[config.mk]
export PLATFORM = sky130hd
export DESIGN_NAME = snake_game_ctrl
export DESIGN_NICKNAME = d
export VERILOG_FILES = /design/src/rtl/snake_pkg.sv /design/src/rtl/snake_game_ctrl_tick_gen.sv /design/src/rtl/snake_game_ctrl.sv
export SDC_FILE = /design/constraint.sdc
export NUM_CORES = 1
export LEC_CHECK = 0
export CORE_MARGIN = 3
export CORE_UTILIZATION = 48
export CTS_CLUSTER_SIZE = 25
export DETAILED_ROUTE_END_ITERATION = 6
export GPL_ROUTABILITY_DRIVEN = 1
export GPL_TIMING_DRIVEN = 0
export PLACE_DENSITY = 0.74
export SYNTH_ARGS = -nofsm -noshare
export SYNTH_HDL_FRONTEND = slang
export SYNTH_SLANG_ARGS = --single-unit
[constraint.sdc]
create_clock -name sys_clk -period 2.66 [get_ports sys_clk]
set_clock_uncertainty 0.1 [all_clocks]
set_input_delay 0.532 -clock sys_clk [delete_from_list [all_inputs] [get_ports sys_clk]]
set_output_delay 0.532 -clock sys_clk [all_outputs]
set_load 0.02 [all_outputs]
[src/rtl/snake_pkg.sv]
// -----------------------------------------------------------------------------
// snake_pkg
// Shared types and helpers for the 8x8 snake game controller.
//   - direction and game-state codes
//   - grid / cell / body geometry
//   - key decode, reverse-direction test and next-head arithmetic
// -----------------------------------------------------------------------------
package snake_pkg;

    localparam int GRID_W   = 8;
    localparam int CELL_W   = 6;
    localparam int BODY_LEN = 4;
    localparam int COORD_W  = $clog2(GRID_W);

    typedef enum logic [1:0] {
        DIR_UP    = 2'd0,
        DIR_DOWN  = 2'd1,
        DIR_LEFT  = 2'd2,
        DIR_RIGHT = 2'd3
    } dir_t;

    typedef enum logic [1:0] {
        GS_IDLE  = 2'd0,
        GS_RUN   = 2'd1,
        GS_PAUSE = 2'd2,
        GS_DIE   = 2'd3
    } game_state_t;

    function automatic logic key_onehot(input logic [3:0] k);
        return (k == 4'b0001) || (k == 4'b0010) || (k == 4'b0100) || (k == 4'b1000);
    endfunction

    // Only meaningful when key_onehot(k) is true.
    function automatic dir_t key_to_dir(input logic [3:0] k);
        dir_t d;
        case (k)
            4'b0001: d = DIR_UP;
            4'b0010: d = DIR_DOWN;
            4'b0100: d = DIR_LEFT;
            default: d = DIR_RIGHT;
        endcase
        return d;
    endfunction

    // Opposite headings share the axis bit [1] and differ in bit [0].
    function automatic logic is_reverse(input dir_t a, input dir_t b);
        return (a[1] == b[1]) && (a[0] != b[0]);
    endfunction

    // Row and column each wrap independently on the torus.
    function automatic logic [CELL_W-1:0] next_head(input logic [CELL_W-1:0] h,
                                                    input dir_t d);
        logic [COORD_W-1:0] row;
        logic [COORD_W-1:0] col;
        logic [CELL_W-1:0]  nh;
        row = h[CELL_W-1:COORD_W];
        col = h[COORD_W-1:0];
        case (d)
            DIR_UP:   nh = {row - 3'd1, col};
            DIR_DOWN: nh = {row + 3'd1, col};
            DIR_LEFT: nh = {row, col - 3'd1};
            default:  nh = {row, col + 3'd1};
        endcase
        return nh;
    endfunction

endpackage

[src/rtl/snake_game_ctrl_tick_gen.sv]
// -----------------------------------------------------------------------------
// snake_tick_gen
// Movement tick counter. Counts 0..TICK_CYCLES-1 while enabled and raises
// tick combinationally on the last count; wraps to 0 on the next enabled edge.
// Ports:
//   sys_clk   in  clock
//   sys_rst_n in  synchronous active-low reset
//   en        in  advance the counter this cycle
//   clr       in  force the counter to 0 (wins over en)
//   tick      out counter is at its terminal value
// -----------------------------------------------------------------------------
module snake_tick_gen #(
    parameter int TICK_CYCLES = 10_000_000
) (
    input  logic sys_clk,
    input  logic sys_rst_n,
    input  logic en,
    input  logic clr,
    output logic tick
);

    localparam int CNT_W = (TICK_CYCLES > 1) ? $clog2(TICK_CYCLES) : 1;
    localparam logic [CNT_W-1:0] CNT_LAST = CNT_W'(TICK_CYCLES - 1);

    logic [CNT_W-1:0] cnt_q;

    // Raw terminal count; the controller decides in which states it counts.
    assign tick = (cnt_q == CNT_LAST);

    always_ff @(posedge sys_clk) begin
        if (!sys_rst_n) begin
            cnt_q <= '0;
        end else if (clr) begin
            cnt_q <= '0;
        end else if (en) begin
            cnt_q <= tick ? '0 : cnt_q + 1'b1;
        end
    end

endmodule

[src/rtl/snake_game_ctrl.sv]
// -----------------------------------------------------------------------------
// snake_game_ctrl
// Game-level sequencer for the 8x8 snake datapath: movement tick, direction
// key filter, self-collision check and the IDLE/RUN/PAUSE/DIE flow.
// Ports:
//   sys_clk    in   clock
//   sys_rst_n  in   synchronous active-low reset
//   key_dir    in   one-hot direction pulse (b0 UP, b1 DOWN, b2 LEFT, b3 RIGHT)
//   key_pause  in   pause toggle pulse
//   snake_body in   4 cells x 6 bit, head [23:18], tail [5:0]
//   step       out  one-cycle pulse, datapath advances one cell
//   dir        out  committed heading
//   restart    out  one-cycle pulse, datapath reloads its reset body
//   game_state out  IDLE/RUN/PAUSE/DIE
//   score      out  successful steps since last restart, saturating
//
// state | meaning
// ------+-------------------------------------------------------------
// IDLE  | waiting for first direction key, tick counter held at 0
// RUN   | ticking; each tick steps or detects a collision
// PAUSE | tick counter frozen, keys still update pending heading
// DIE   | counting DIE_TICKS ticks, then restart pulse and back to IDLE
// -----------------------------------------------------------------------------
module snake_game_ctrl
    import snake_pkg::*;
#(
    parameter int TICK_CYCLES = 10_000_000,
    parameter int DIE_TICKS   = 4
) (
    input  logic                         sys_clk,
    input  logic                         sys_rst_n,
    input  logic [3:0]                   key_dir,
    input  logic                         key_pause,
    input  logic [BODY_LEN*CELL_W-1:0]   snake_body,
    output logic                         step,
    output logic [1:0]                   dir,
    output logic                         restart,
    output logic [1:0]                   game_state,
    output logic [7:0]                   score
);

    localparam int DIE_W = (DIE_TICKS > 1) ? $clog2(DIE_TICKS) : 1;
    localparam logic [DIE_W-1:0] DIE_LAST = DIE_W'(DIE_TICKS - 1);

    localparam int HEAD_LSB = (BODY_LEN - 1) * CELL_W;
    localparam int C1_LSB   = (BODY_LEN - 2) * CELL_W;
    localparam int C2_LSB   = (BODY_LEN - 3) * CELL_W;

    game_state_t       state_q, state_d;
    dir_t              dir_q, dir_d;
    dir_t              pend_q, pend_d;
    logic [7:0]        score_q, score_d;
    logic [DIE_W-1:0]  die_q, die_d;
    logic              step_q, step_d;
    logic              restart_q, restart_d;

    logic              tick;
    logic              cnt_en;
    logic              cnt_clr;
    logic              key_ok;
    dir_t              key_code;
    logic [CELL_W-1:0] head_nxt;
    logic              collide;
    logic              unused_tail;

    snake_tick_gen #(
        .TICK_CYCLES (TICK_CYCLES)
    ) u_tick_gen (
        .sys_clk   (sys_clk),
        .sys_rst_n (sys_rst_n),
        .en        (cnt_en),
        .clr       (cnt_clr),
        .tick      (tick)
    );

    assign key_ok   = key_onehot(key_dir) && (state_q != GS_DIE);
    assign key_code = key_to_dir(key_dir);

    // The tail cell vacates on the same step, so only the two middle cells
    // can be hit.
    assign head_nxt = next_head(snake_body[HEAD_LSB +: CELL_W], pend_q);
    assign collide  = (head_nxt == snake_body[C1_LSB +: CELL_W]) ||
                      (head_nxt == snake_body[C2_LSB +: CELL_W]);
    assign unused_tail = ^snake_body[CELL_W-1:0];

    always_comb begin
        state_d   = state_q;
        dir_d     = dir_q;
        pend_d    = pend_q;
        score_d   = score_q;
        die_d     = die_q;
        step_d    = 1'b0;
        restart_d = 1'b0;
        cnt_en    = 1'b0;
        cnt_clr   = 1'b0;

        // Reverse test against the committed heading so that two quick keys
        // between ticks can never fold the snake back on itself.
        if (key_ok && !is_reverse(key_code, dir_q)) begin
            pend_d = key_code;
        end

        case (state_q)
            GS_IDLE: begin
                cnt_clr = 1'b1;
                if (key_ok) begin
                    state_d = GS_RUN;
                end
            end

            GS_RUN: begin
                // A pause freezes the counter, except that a tick in the same
                // cycle is consumed and the counter wraps.
                cnt_en = !key_pause || tick;
                if (tick) begin
                    if (collide) begin
                        state_d = GS_DIE;
                        die_d   = '0;
                    end else begin
                        step_d = 1'b1;
                        dir_d  = pend_q;
                        if (score_q != 8'hFF) begin
                            score_d = score_q + 8'd1;
                        end
                    end
                end
                if (key_pause && (state_d == GS_RUN)) begin
                    state_d = GS_PAUSE;
                end
            end

            GS_PAUSE: begin
                if (key_pause) begin
                    state_d = GS_RUN;
                end
            end

            GS_DIE: begin
                cnt_en = 1'b1;
                if (tick) begin
                    if (die_q == DIE_LAST) begin
                        restart_d = 1'b1;
                        state_d   = GS_IDLE;
                        score_d   = 8'd0;
                        dir_d     = DIR_LEFT;
                        pend_d    = DIR_LEFT;
                        die_d     = '0;
                        cnt_clr   = 1'b1;
                    end else begin
                        die_d = die_q + 1'b1;
                    end
                end
            end

            default: begin
                state_d = GS_IDLE;
            end
        endcase
    end

    always_ff @(posedge sys_clk) begin
        if (!sys_rst_n) begin
            state_q   <= GS_IDLE;
            dir_q     <= DIR_LEFT;
            pend_q    <= DIR_LEFT;
            score_q   <= 8'd0;
            die_q     <= '0;
            step_q    <= 1'b0;
            restart_q <= 1'b0;
        end else begin
            state_q   <= state_d;
            dir_q     <= dir_d;
            pend_q    <= pend_d;
            score_q   <= score_d;
            die_q     <= die_d;
            step_q    <= step_d;
            restart_q <= restart_d;
        end
    end

    assign step       = step_q;
    assign dir        = dir_q;
    assign restart    = restart_q;
    assign game_state = state_q;
    assign score      = score_q;

endmodule

---- After elaboration in Yosys (flattened, before gate mapping) ----
Index checks and enable logic that the tools add are counted.
word-level totals
  bits in registers ....................... 42
  input bits .............................. 31
  output and inout bits ................... 14
  logic and storage cells ................. 100
cells by class
  add/subtract/negate cells ............... 7
  equality and inequality tests ........... 26
  mux-type cells .......................... 37
  bitwise operators ....................... 1
  reductions and logical operators ........ 21
operators by type and width
  cell                     number
  $mux W2                  20
  $mux W8                  5
  $add A24 B1 Y24 const B  1
  $eq A24 B24 Y1 const B   1
  $mux W24                 1
  $ne A2 B2 Y1 const B     9
  $pmux W6 S3              1
  $pmux W8 S2              1
  $eq A6 B6 Y1             2
  $add A8 B1 Y8 const B    1
  $eq A2 B2 Y1 const B     4
  $ne A8 B8 Y1 const B     1
  $pmux W2 S2              2
  $pmux W2 S4              1
  $reduce_and A4 Y1        2
  $add A3 B1 Y3 const B    2
  $eq A2 B1 Y1 const B     3
  $pmux W2 S3              1
  $reduce_and A6 Y1        1
  $sub A3 B1 Y3 const B    2
  $logic_or A1 B1 Y1       5
  $reduce_and A5 Y1        1
  $eq A4 B1 Y1 const B     1
  $eq A4 B2 Y1 const B     1
  other kinds (15)         23

---- Depth between registers and ports, before layout ----
Gate-level depths: netlist (run 1).
  depth in word-level cells ............... 11
  depth in mapped cells ................... 11
  mapped depth without buffers ............ 10

---- By module ----
Synthesis (run 1) repeated with hierarchy kept, for this count alone.
unflattened totals
  cell total of the unflattened synthesis .. 325
  area total of the unflattened synthesis .. 2746.4 um^2
modules (own cells, without submodules)
  module           instances  cells each  area each (um^2)
  snake_game_ctrl  1          187         1547.7
  snake_tick_gen   1          138         1198.6

---- Least setup slack after synthesis (run 1) ----
No wires, ideal clock.
  path kind ............................... input -> register
  start point ............................. input port snake_body[21]
  end point ............................... register score_q[1] (netlist: score[1])
  data arrival time ....................... 2645 ps
  setup slack ............................. -218 ps
  cell stages on the path ................. 10
  buffers on the path ..................... 1
  cells stage by stage .................... inv_1 -> fa_1 -> xnor2_1 -> or4_1 -> o22ai_1 -> nand4_2 -> a41oi_4 -> buf_6 -> mux2i_1 -> nor2_1
on the way
  longest elaborated chain between the ends .. 6
RTL lines
  what                                                   RTL line                                      source
  from (decl)                                            snake_game_ctrl.sv:34                         input logic [BODY_LEN*CELL_W-1:0] snake_body,
  $add A3 B1 Y3 / $sub A3 B1 Y3 (equally long branches)  snake_pkg.sv:60, snake_pkg.sv:59
  $pmux W6 S3 *                                          snake_pkg.sv:58                               case (d)
  $eq A6 B6 Y1 (on tied branches)                        snake_game_ctrl.sv:82, snake_game_ctrl.sv:83
  $logic_or A1 B1 Y1 *                                   snake_game_ctrl.sv:82                         assign collide = (head_nxt == snake_body[C1_LSB +: CELL_W]) ||
  $ne A2 B2 Y1 (no source line) *                        -
  $reduce_and A6 Y1 (no source line) *                   -
  to (signal assigned)                                   snake_game_ctrl.sv:174                        score_q <= score_d;
  to (decl)                                              snake_game_ctrl.sv:52                         logic [7:0] score_q, score_d;
Mark *: on every way between the ends. The rest lies on a longest branch, timed or not.
A chain may end at the register's enable or synchronous reset.

---- Worst setup path after layout (run 1) ----
  start point ............................. register pend_q[0]
  end point ............................... register dir_q[0] (netlist: dir[0])
on the way
  longest elaborated chain between the ends .. 6
RTL lines
  what                                        RTL line                                      source
  from (decl)                                 snake_game_ctrl.sv:51                         dir_t pend_q, pend_d;
  from (signal assigned)                      snake_game_ctrl.sv:173                        pend_q <= pend_d;
  $eq A2 B2 Y1, or another cell as far along  snake_pkg.sv:58
  $pmux W6 S3                                 snake_pkg.sv:58
  $eq A6 B6 Y1 (on tied branches)             snake_game_ctrl.sv:82, snake_game_ctrl.sv:83
  $logic_or A1 B1 Y1                          snake_game_ctrl.sv:82
  $ne A2 B2 Y1 (no source line)               -
  $reduce_and A5 Y1 (no source line)          -
  to (signal assigned)                        snake_game_ctrl.sv:172                        dir_q <= dir_d;
  to (decl)                                   snake_game_ctrl.sv:50                         dir_t dir_q, dir_d;
Parallel ways exist; a longest one is shown, timed or not. The select of a mux whose other input is x is not followed.

==> impl_metrics.env, run 1 <==
export IMPL_status="complete, but fails checks"
export IMPL_violations="negative setup slack"
export IMPL_rows=26
export IMPL_slew_limit_headroom_pct=55.7
export IMPL_p_sw_w=0.000452
export IMPL_synth_fa_ha_area_share_pct=4.72
export IMPL_tns_ns=-2.10
export IMPL_p_sw_share_pct=30.7
export IMPL_wl_per_cell_microns=14.5
export IMPL_dp_cells=412
export IMPL_area_delta_synth_final_pct=29.4
export IMPL_viasPerCell=5.59
export IMPL_grt_pass1_wl_mm=10.6
export IMPL_setup_viol=33
export IMPL_cts_buffers=5
export IMPL_synth_compound_area_share_pct=13.3
export IMPL_fin_cells=433
export IMPL_yosysTopAreaCellShare_pct=31.1
export IMPL_holdPathEnd="score[5]"
export IMPL_critPathRequiredTime_ns=2.81
export IMPL_htree_levels=2
export IMPL_drt_pass1_iter_count=4
export IMPL_syn_nets=344
export IMPL_critical_path_cell_chain="nor2b_4, fa_2, xnor2_1, or4_4, o22ai_4, nand4_4, buf_4, a21oi_1, o31ai_2, a2bb2o_1"
export IMPL_r2r_start="pend_q[0]"
export IMPL_tightest_slew_ns=0.665
export IMPL_min_path_cells=2
export IMPL_gr_total_overflow=0
export IMPL_worst_setup_path_type="reg2reg"
export IMPL_die_area_sq_mm=0.00658
export IMPL_root_buffer="clkbuf_8"
export IMPL_slowest_delay_ns=0.54
export IMPL_ys_types=69
export IMPL_crit_path_end_kind="flip-flop"
export IMPL_cts_path_max_buffers=2
export IMPL_crit_path_start_kind="flip-flop"
export IMPL_vias=2421
export IMPL_rsz0062_at_grt="true"
export IMPL_initial_core_util_pct=51.4
export IMPL_syn_cell_area_sq_mm=0.00271
export IMPL_maxCapViolations=0
export IMPL_reg2reg_setup_slack_ns=-0.20
export IMPL_crit_buf_inv=1
export IMPL_power_share_sequential_pct=44.2
export IMPL_r2r_cells=10
export IMPL_chipHeight_microns=81.1
export IMPL_min_path_type="reg2reg"
export IMPL_min_period_ns=2.86
export IMPL_core_area_sq_mm=0.00527
export IMPL_place_congestion=0.849
export IMPL_drive_above_1_share_pct=19.8
export IMPL_clkSlewWorstSetupHoldPaths_ns=0.08
export IMPL_track_usage_pct=20.5
export IMPL_p_leak_nw=1.16
export IMPL_synthMuxAreaShare_pct=1.11
export IMPL_slew_viol_final=0
export IMPL_grt_max_degree=14
export IMPL_clkSinkCount=42
export IMPL_p_comb_share_pct=26.2
export IMPL_slowest_stage="fa_2"
export IMPL_worstHoldStart="score[5]"
export IMPL_synth_edf_count=0
export IMPL_setup_slack_ns=-0.199
export IMPL_diodes=0
export IMPL_ys_top_cells_by_area="dfxtp_1, xnor2_1, nor2_1"
export IMPL_arrival_ns=3.01
export IMPL_insertion_delay_ns=0.31
export IMPL_cts_tree="built"
export IMPL_port_buffers=38
export IMPL_internal_power_w=0.00102
export IMPL_yosysWarnings=0
export IMPL_first_iter_violations=149
export IMPL_io_pins=45
export IMPL_finalCritPeriodShare_pct=107
export IMPL_synth_cells=304
export IMPL_place_hpwl_mm=4.25
export IMPL_synth_top_family_by_area="simple AND/OR/NAND/NOR gates"
export IMPL_wl_mm=6.28
export IMPL_ys_flop_type="dfxtp_1"
export IMPL_die_w_microns=81.1
export IMPL_final_nets=402
export IMPL_synthXorXnorAreaFrac_pct=15.4
export IMPL_crit_family="simple AND/OR/NAND/NOR gates"
export IMPL_yosysSeqAreaShare_pct=31.1
export IMPL_final_antenna_net_count=0
export IMPL_worst_path_max_fanout=4
export IMPL_async_flop_share_pct=0
export IMPL_p_per_area_mw_per_mm2=420
export IMPL_synth_seq_cells=42
export IMPL_finalPower_w=0.00147
export IMPL_p_clk_share_pct=29.6
export IMPL_reg2reg_to="dir[0]"
export IMPL_antenna_found_initial=0
export IMPL_synth_area_per_cell_sq_um=8.90
export IMPL_vdd_drop_max_mv=0.212
export IMPL_timing_fmax_mhz=350
export IMPL_hold_viol=0
export IMPL_drc=0
export IMPL_synth_top_cell_by_area="dfxtp_1"
export IMPL_grt_pass1_vias=2324
export IMPL_yosys_area_share_simple_pct=30.6
export IMPL_hold_buffers=0
## cells by family after synthesis
family | Yosys count
mux | 3
flops | 42
fa+ha+maj | 9
compound gates | 50
xor+xnor | 44
simple gates | 134
buf+inv | 22
## per-layer routing
metal,global-route usage (%),vias up,routed length [microns]
met4,5.91,0,70
met5,0,-,0
met3,4.77,5,227
met2,33.4,48,2910
met1,26.9,1160,3070
li1,-,1208,-
## worst min-delay path, stage by stage (launching register included)
cell and delay, ns:
dfxtp_1 0.34, o31ai_1 0.07, a21oi_1 0.05
## placed cells by master (no fill, tap or decap), drive strengths merged, types with 2 or more instances in the layout
cell type	Yosys	layout
dfxtp	42	42
and2	4	4
nor4	8	8
or4	2	2
xnor3	2	2
nor2	34	34
o21ai	13	13
or4b	2	2
nand2	16	16
a21boi	2	2
a221oi	2	2
fa	2	2
nor4b	10	10
ha	7	7
nand4b	3	3
nor2b	5	5
or3	10	10
o31ai	3	3
a21o	3	3
xor2	10	10
xnor2	32	32
nor3	7	7
and4bb	2	2
nand3	12	12
clkdlybuf4s50	0	34
a2bb2oi	2	2
clkbuf	5	11
and4	2	2
nand2b	2	2
o2bb2ai	2	2
nor3b	2	2
mux2i	3	3
a41oi	2	2
and3	4	4
a31oi	2	2
inv	11	11
nand4	6	6
a21oi	12	12
buf	6	21
## Yosys cell counts, types with 2 or more instances
master / number
o31ai_1: 3
clkbuf_1: 4
nand2b_1: 2
and4bb_2: 2
nor4_1: 7
inv_1: 11
and2_2: 2
or3_1: 9
nor3b_1: 2
mux2i_1: 3
o2bb2ai_1: 2
nor4b_2: 4
and3_1: 3
xnor2_1: 32
or4_1: 2
xor2_1: 10
nand4b_1: 3
nor2b_1: 4
buf_2: 4
a31oi_1: 2
dfxtp_1: 42
ha_1: 7
nor2_1: 34
nand2_1: 14
nor4b_1: 6
a21o_2: 2
a21oi_1: 12
and2_1: 2
nor3_1: 6
o21ai_1: 3
fa_1: 2
nand4_1: 5
nand3_1: 12
o21ai_0: 10
nand2_2: 2
## worst max-delay path by stage
stage                         from             to  slack, ns  cells after the start
finish                   pend_q[0]         dir[0]      -0.20                     10
global route             pend_q[0]  game_state[1]      -0.28                     12
CTS                      pend_q[0]       score[1]      -0.19                     10
detailed placement  snake_body[21]       score[1]      -1.13                     11
global placement    snake_body[21]       score[1]      -1.09                     11
floorplan           snake_body[21]       score[1]      -0.17                     10
## metrics by stage
stage	util, %	area (sq um)	hold slack, ns	setup slack, ns
6_report	66.5	3500	0.396	-0.199
3_5_place_dp	60.7	3200	0.390	-1.13
3_3_place_gp	60.7	3200	0.380	-1.09
4_1_cts	64.4	3390	0.401	-0.186
5_1_grt	66.5	3500	0.431	-0.275
2_1_floorplan	-	2730	0.365	-0.173
## registers in the layout, summed over array words and instances (netlist names)
signal            flops
die_q                 2
dir                   2
game_state            2
pend_q                2
restart               1
score                 8
step                  1
u_tick_gen.cnt_q     24
## area by class of cell
cell class	count	area, sq um
Timing Repair Buffer	51	477
Tap cell	70	87.6
Multi-Input combinational cell	240	1880
Sequential cell	42	850
Clock inverter	2	12.5
Inverter	11	48.8
Fill cell	455	1770
Buffer	11	68.8
Clock buffer	6	82.6
## repair_timing
item                       CTS  global route
gates cloned                 1             0
setup buffers                7             5
pin swaps                    7             5
resized for setup           29            13
setup endpoints to repair   35            36
## power by group through the flow
stage | combinational, W | clock (W) | sequential, W
after detailed placement | 0.000345 | 0 | 0.000667
after floorplan | 0.000230 | 0 | 0.000670
after global placement | 0.000342 | 0 | 0.000667
after global routing | 0.000418 | 0.000477 | 0.000651
final | 0.000386 | 0.000436 | 0.000650
after CTS | 0.000368 | 0.000449 | 0.000649
(Power assumes the default switching activity.)
==> inputs of run 2 (changes only) <==
Settings changed: GPL_ROUTABILITY_DRIVEN 1 to 0, SKIP_CTS_REPAIR_TIMING set to 1.
==> impl_metrics.env, run 2 (same netlist as run 1, synthesis figures left out) <==
export IMPL_ff_latch_area_sq_um=852
export IMPL_rows=26
export IMPL_rsz0062_at_grt="true"
export IMPL_min_path_cells=2
export IMPL_clkSlewWorstSetupHoldPaths_ns=0.08
export IMPL_holdPathEnd="score[5]"
export IMPL_setup_viol=14
export IMPL_worstHoldStart="score[5]"
export IMPL_setup_slack_ns=-0.261
export IMPL_hold_viol=0
export IMPL_p_per_area_mw_per_mm2=427
export IMPL_regMostFlops="u_tick_gen.cnt_q"
export IMPL_slew_viol_final=0
export IMPL_chipHeight_microns=81.1
export IMPL_core_area_sq_mm=0.00527
export IMPL_worst_path_max_fanout=7
export IMPL_status="complete, but fails checks"
export IMPL_r2r_start="pend_q[0]"
export IMPL_min_period_ns=2.92
export IMPL_clkSinkCount=42
export IMPL_timing_fmax_mhz=342
export IMPL_htree_levels=2
export IMPL_place_hpwl_mm=4.25
export IMPL_min_path_type="reg2reg"
export IMPL_crit_path_end_kind="flip-flop"
export IMPL_multiInputGateArea_sq_mm=0.00185
export IMPL_area_delta_synth_final_pct=28.0
export IMPL_critPathRequiredTime_ns=2.74
export IMPL_r2r_cells=11
export IMPL_grt_pass1_vias=2235
export IMPL_root_buffer="clkbuf_8"
export IMPL_die_w_microns=81.1
export IMPL_finalCritPeriodShare_pct=110
export IMPL_p_leak_nw=1.17
export IMPL_grt_pass1_wl_mm=10.3
export IMPL_viasPerCell=5.63
export IMPL_crit_path_start_kind="flip-flop"
export IMPL_tns_ns=-2.40
export IMPL_track_usage_pct=19.7
export IMPL_first_iter_violations=112
export IMPL_final_antenna_net_count=0
export IMPL_slew_limit_headroom_pct=52.9
export IMPL_worst_setup_path_type="reg2reg"
export IMPL_wl_mm=6.08
export IMPL_io_pins=45
export IMPL_diodes=0
export IMPL_initial_core_util_pct=51.4
export IMPL_final_cell_mix="dfxtp_1, nor2_1, clkdlybuf4s50_1"
export IMPL_cts_tree="built"
export IMPL_grt_max_degree=14
export IMPL_drc=0
export IMPL_vias=2416
export IMPL_layout_commonest_cell="dfxtp_1"
export IMPL_vdd_drop_max_mv=0.218
export IMPL_arrival_ns=3.00
export IMPL_cts_buffers=5
export IMPL_insertion_delay_ns=0.30
export IMPL_antenna_found_initial=0
export IMPL_dp_cells=412
export IMPL_drive_above_1_share_pct=20.1
export IMPL_tightest_slew_ns=0.706
export IMPL_fin_cells=429
export IMPL_cts_path_max_buffers=2
export IMPL_gr_total_overflow=0
export IMPL_largest_reg_flops=24
export IMPL_wl_per_cell_microns=14.2
export IMPL_drt_pass1_iter_count=4
export IMPL_reg2reg_setup_slack_ns=-0.26
export IMPL_final_nets=398
export IMPL_fillers=464
export IMPL_die_area_sq_mm=0.00658
export IMPL_port_buffers=38
export IMPL_reg2reg_to="score[2]"
export IMPL_violations="negative setup slack"
export IMPL_maxCapViolations=0
run 2: worst max-delay path, cell delays in order, from the launching register on:
cell,delay (ns)
dfxtp_4,0.36
nor2b_4,0.12
fa_2,0.55
xnor2_1,0.07
or4_1,0.49
o22ai_2,0.24
nand4_4,0.18
a41oi_4,0.29
buf_6,0.14
buf_6,0.11
or3_1,0.10
a21oi_1,0.05
run 2: layout make-up:
class                   count  area share, %
multi-input cells         240           53.5
flip-flops and latches     42           24.6
repair buffers             47           13.1
well taps                  70           2.53
clock buffers               6           2.38
plain buffers              11           2.10
inverters                  11           1.41
clock inverters             2          0.361
run 2: how the worst max path moves through the flow:
stage	startpoint	endpoint	depth (start not counted)
final	pend_q[0]	score[2]	11
after global routing	pend_q[0]	score[1]	10
after CTS	snake_body[21]	score[1]	11
after detailed placement	snake_body[21]	score[1]	11
after global placement	snake_body[21]	score[1]	11
after floorplan	snake_body[21]	score[1]	10
run 2: stage by stage:
step	utilization, %	hold WS [ns]	worst slack [ns]	cell area, sq um	total power (W)
after detailed placement	60.7	0.390	-1.13	3200	0.00101
after CTS	62.5	0.401	-0.799	3290	0.00145
after global routing	65.7	0.421	-0.381	3460	0.00156
final	65.7	0.395	-0.261	3460	0.00148
after floorplan	-	0.365	-0.173	2730	0.000901
after global placement	60.7	0.380	-1.09	3200	0.00101
run 2: layer usage:
| layer | wire [microns] | vias up | share of wire [%] | GRT usage, % |
|---|---|---|---|---|
| met3 | 228 | 9 | 3.8 | 4.77 |
| li1 | - | 1202 | - | - |
| met1 | 2990 | 1159 | 49 | 26.6 |
| met4 | 78 | 0 | 1.3 | 5.91 |
| met5 | 0 | - | 0 | 0 |
| met2 | 2780 | 46 | 46 | 31.2 |
run 2: where the power goes:
group          internal (W)  switching (W)  total (W)
registers          0.000637      0.0000139   0.000651
logic              0.000186       0.000206   0.000392
clock network      0.000209       0.000228   0.000437
==> inputs of run 3 (changes only) <==
Settings changed: SKIP_LAST_GASP set to 1.
==> impl_metrics.env, run 3 (same netlist as run 1, synthesis figures left out) <==
export IMPL_cts_buffers=5
export IMPL_post_place_ws_ns=-1.13
export IMPL_grt_max_degree=14
export IMPL_cts_path_max_buffers=2
export IMPL_viasPerCell=5.63
export IMPL_worst_setup_path_type="reg2reg"
export IMPL_area_delta_synth_final_pct=28.0
export IMPL_p_per_area_mw_per_mm2=427
export IMPL_finalCritPeriodShare_pct=110
export IMPL_fin_cells=429
export IMPL_drc=0
export IMPL_diodes=0
export IMPL_setup_slack_ns=-0.261
export IMPL_track_usage_pct=19.7
export IMPL_htree_levels=2
export IMPL_layout_commonest_cell="dfxtp_1"
export IMPL_grt_pass1_wl_mm=10.3
export IMPL_initial_core_util_pct=51.4
export IMPL_timing_fmax_mhz=342
export IMPL_die_w_microns=81.1
export IMPL_violations="negative setup slack"
export IMPL_final_antenna_net_count=0
export IMPL_reg2reg_to="score[2]"
export IMPL_io_pins=45
export IMPL_critPathRequiredTime_ns=2.74
export IMPL_insertion_delay_ns=0.30
export IMPL_rows=26
export IMPL_min_path_cells=2
export IMPL_cts_tree="built"
export IMPL_chipHeight_microns=81.1
export IMPL_reg2reg_setup_slack_ns=-0.26
export IMPL_root_buffer="clkbuf_8"
export IMPL_clkSlewWorstSetupHoldPaths_ns=0.08
export IMPL_maxCapViolations=0
export IMPL_first_iter_violations=112
export IMPL_slew_limit_headroom_pct=52.9
export IMPL_vdd_drop_max_mv=0.218
export IMPL_die_area_sq_mm=0.00658
export IMPL_grt_pass1_vias=2235
export IMPL_final_cell_mix="dfxtp_1, nor2_1, clkdlybuf4s50_1"
export IMPL_min_period_ns=2.92
export IMPL_hold_viol=0
export IMPL_status="complete, but fails checks"
export IMPL_r2r_start="pend_q[0]"
export IMPL_drive_above_1_share_pct=20.1
export IMPL_slew_viol_final=0
export IMPL_wl_mm=6.08
export IMPL_p_leak_nw=1.17
export IMPL_largest_reg_flops=24
export IMPL_gr_total_overflow=0
export IMPL_crit_path_start_kind="flip-flop"
export IMPL_worstHoldStart="score[5]"
export IMPL_drt_pass1_iter_count=4
export IMPL_crit_path_end_kind="flip-flop"
export IMPL_wl_per_cell_microns=14.2
export IMPL_regMostFlops="u_tick_gen.cnt_q"
export IMPL_setup_viol=14
export IMPL_port_buffers=38
export IMPL_r2r_cells=11
export IMPL_arrival_ns=3.00
export IMPL_vias=2416
export IMPL_place_hpwl_mm=4.25
export IMPL_core_area_sq_mm=0.00527
export IMPL_holdPathEnd="score[5]"
export IMPL_worst_path_max_fanout=7
export IMPL_tightest_slew_ns=0.706
export IMPL_rsz0062_at_grt="true"
export IMPL_clkSinkCount=42
export IMPL_min_path_type="reg2reg"
export IMPL_final_nets=398
export IMPL_antenna_found_initial=0
export IMPL_dp_cells=412
==> run 3: cell counts in the layout (fill, tap and decap cells not counted) <==
No cell type changed its count.
==> run 3: layout make-up <==
cell class	count	area, sq um
repair buffers	47	454
clock buffers	6	82.6
fillers	464	1810
clock inverters	2	12.5
multi-input cells	240	1850
flip-flops and latches	42	852
well taps	70	87.6
plain buffers	11	72.6
inverters	11	48.8
==> run 3: per-stage QoR <==
stage / hold slack, ns / total power [W] / util (%) / area, sq um / TNS (ns)
after global routing: 0.421 / 0.00156 / 65.7 / 3460 / -4.60
after floorplan: 0.365 / 0.000901 / - / 2730 / -1.33
after CTS: 0.401 / 0.00145 / 62.5 / 3290 / -12.67
final: 0.395 / 0.00148 / 65.7 / 3460 / -2.40
after detailed placement: 0.390 / 0.00101 / 60.7 / 3200 / -16.80
after global placement: 0.380 / 0.00101 / 60.7 / 3200 / -16.42
==> run 3: routing by layer <==
layer | GRT usage (%) | share of wire [%] | up-vias
li1 | - | - | 1202
met1 | 26.6 | 49 | 1159
met2 | 31.2 | 46 | 46
met3 | 4.77 | 3.8 | 9
met4 | 5.91 | 1.3 | 0
met5 | 0 | 0 | -
==> run 3: worst max-delay path by stage <==
stage	from	to	slack [ns]	cells past startpoint
floorplan	snake_body[21]	score[1]	-0.17	10
global placement	snake_body[21]	score[1]	-1.09	11
detailed placement	snake_body[21]	score[1]	-1.13	11
CTS	snake_body[21]	score[1]	-0.80	11
global route	pend_q[0]	score[1]	-0.38	10
finish	pend_q[0]	score[2]	-0.26	11
==> run 3: critical path, stage by stage (launching register included) <==
cell and delay [ns]:
dfxtp_4 0.36, nor2b_4 0.12, fa_2 0.55, xnor2_1 0.07
or4_1 0.49, o22ai_2 0.24, nand4_4 0.18, a41oi_4 0.29
buf_6 0.14, buf_6 0.11, or3_1 0.10, a21oi_1 0.05
==> run 3: report_power, final <==
group / total (W) / switching [W] / internal, W
Sequential: 0.000651 / 0.0000139 / 0.000637
Clock: 0.000437 / 0.000228 / 0.000209
Combinational: 0.000392 / 0.000206 / 0.000186
Total: 0.00148 / 0.000448 / 0.00103
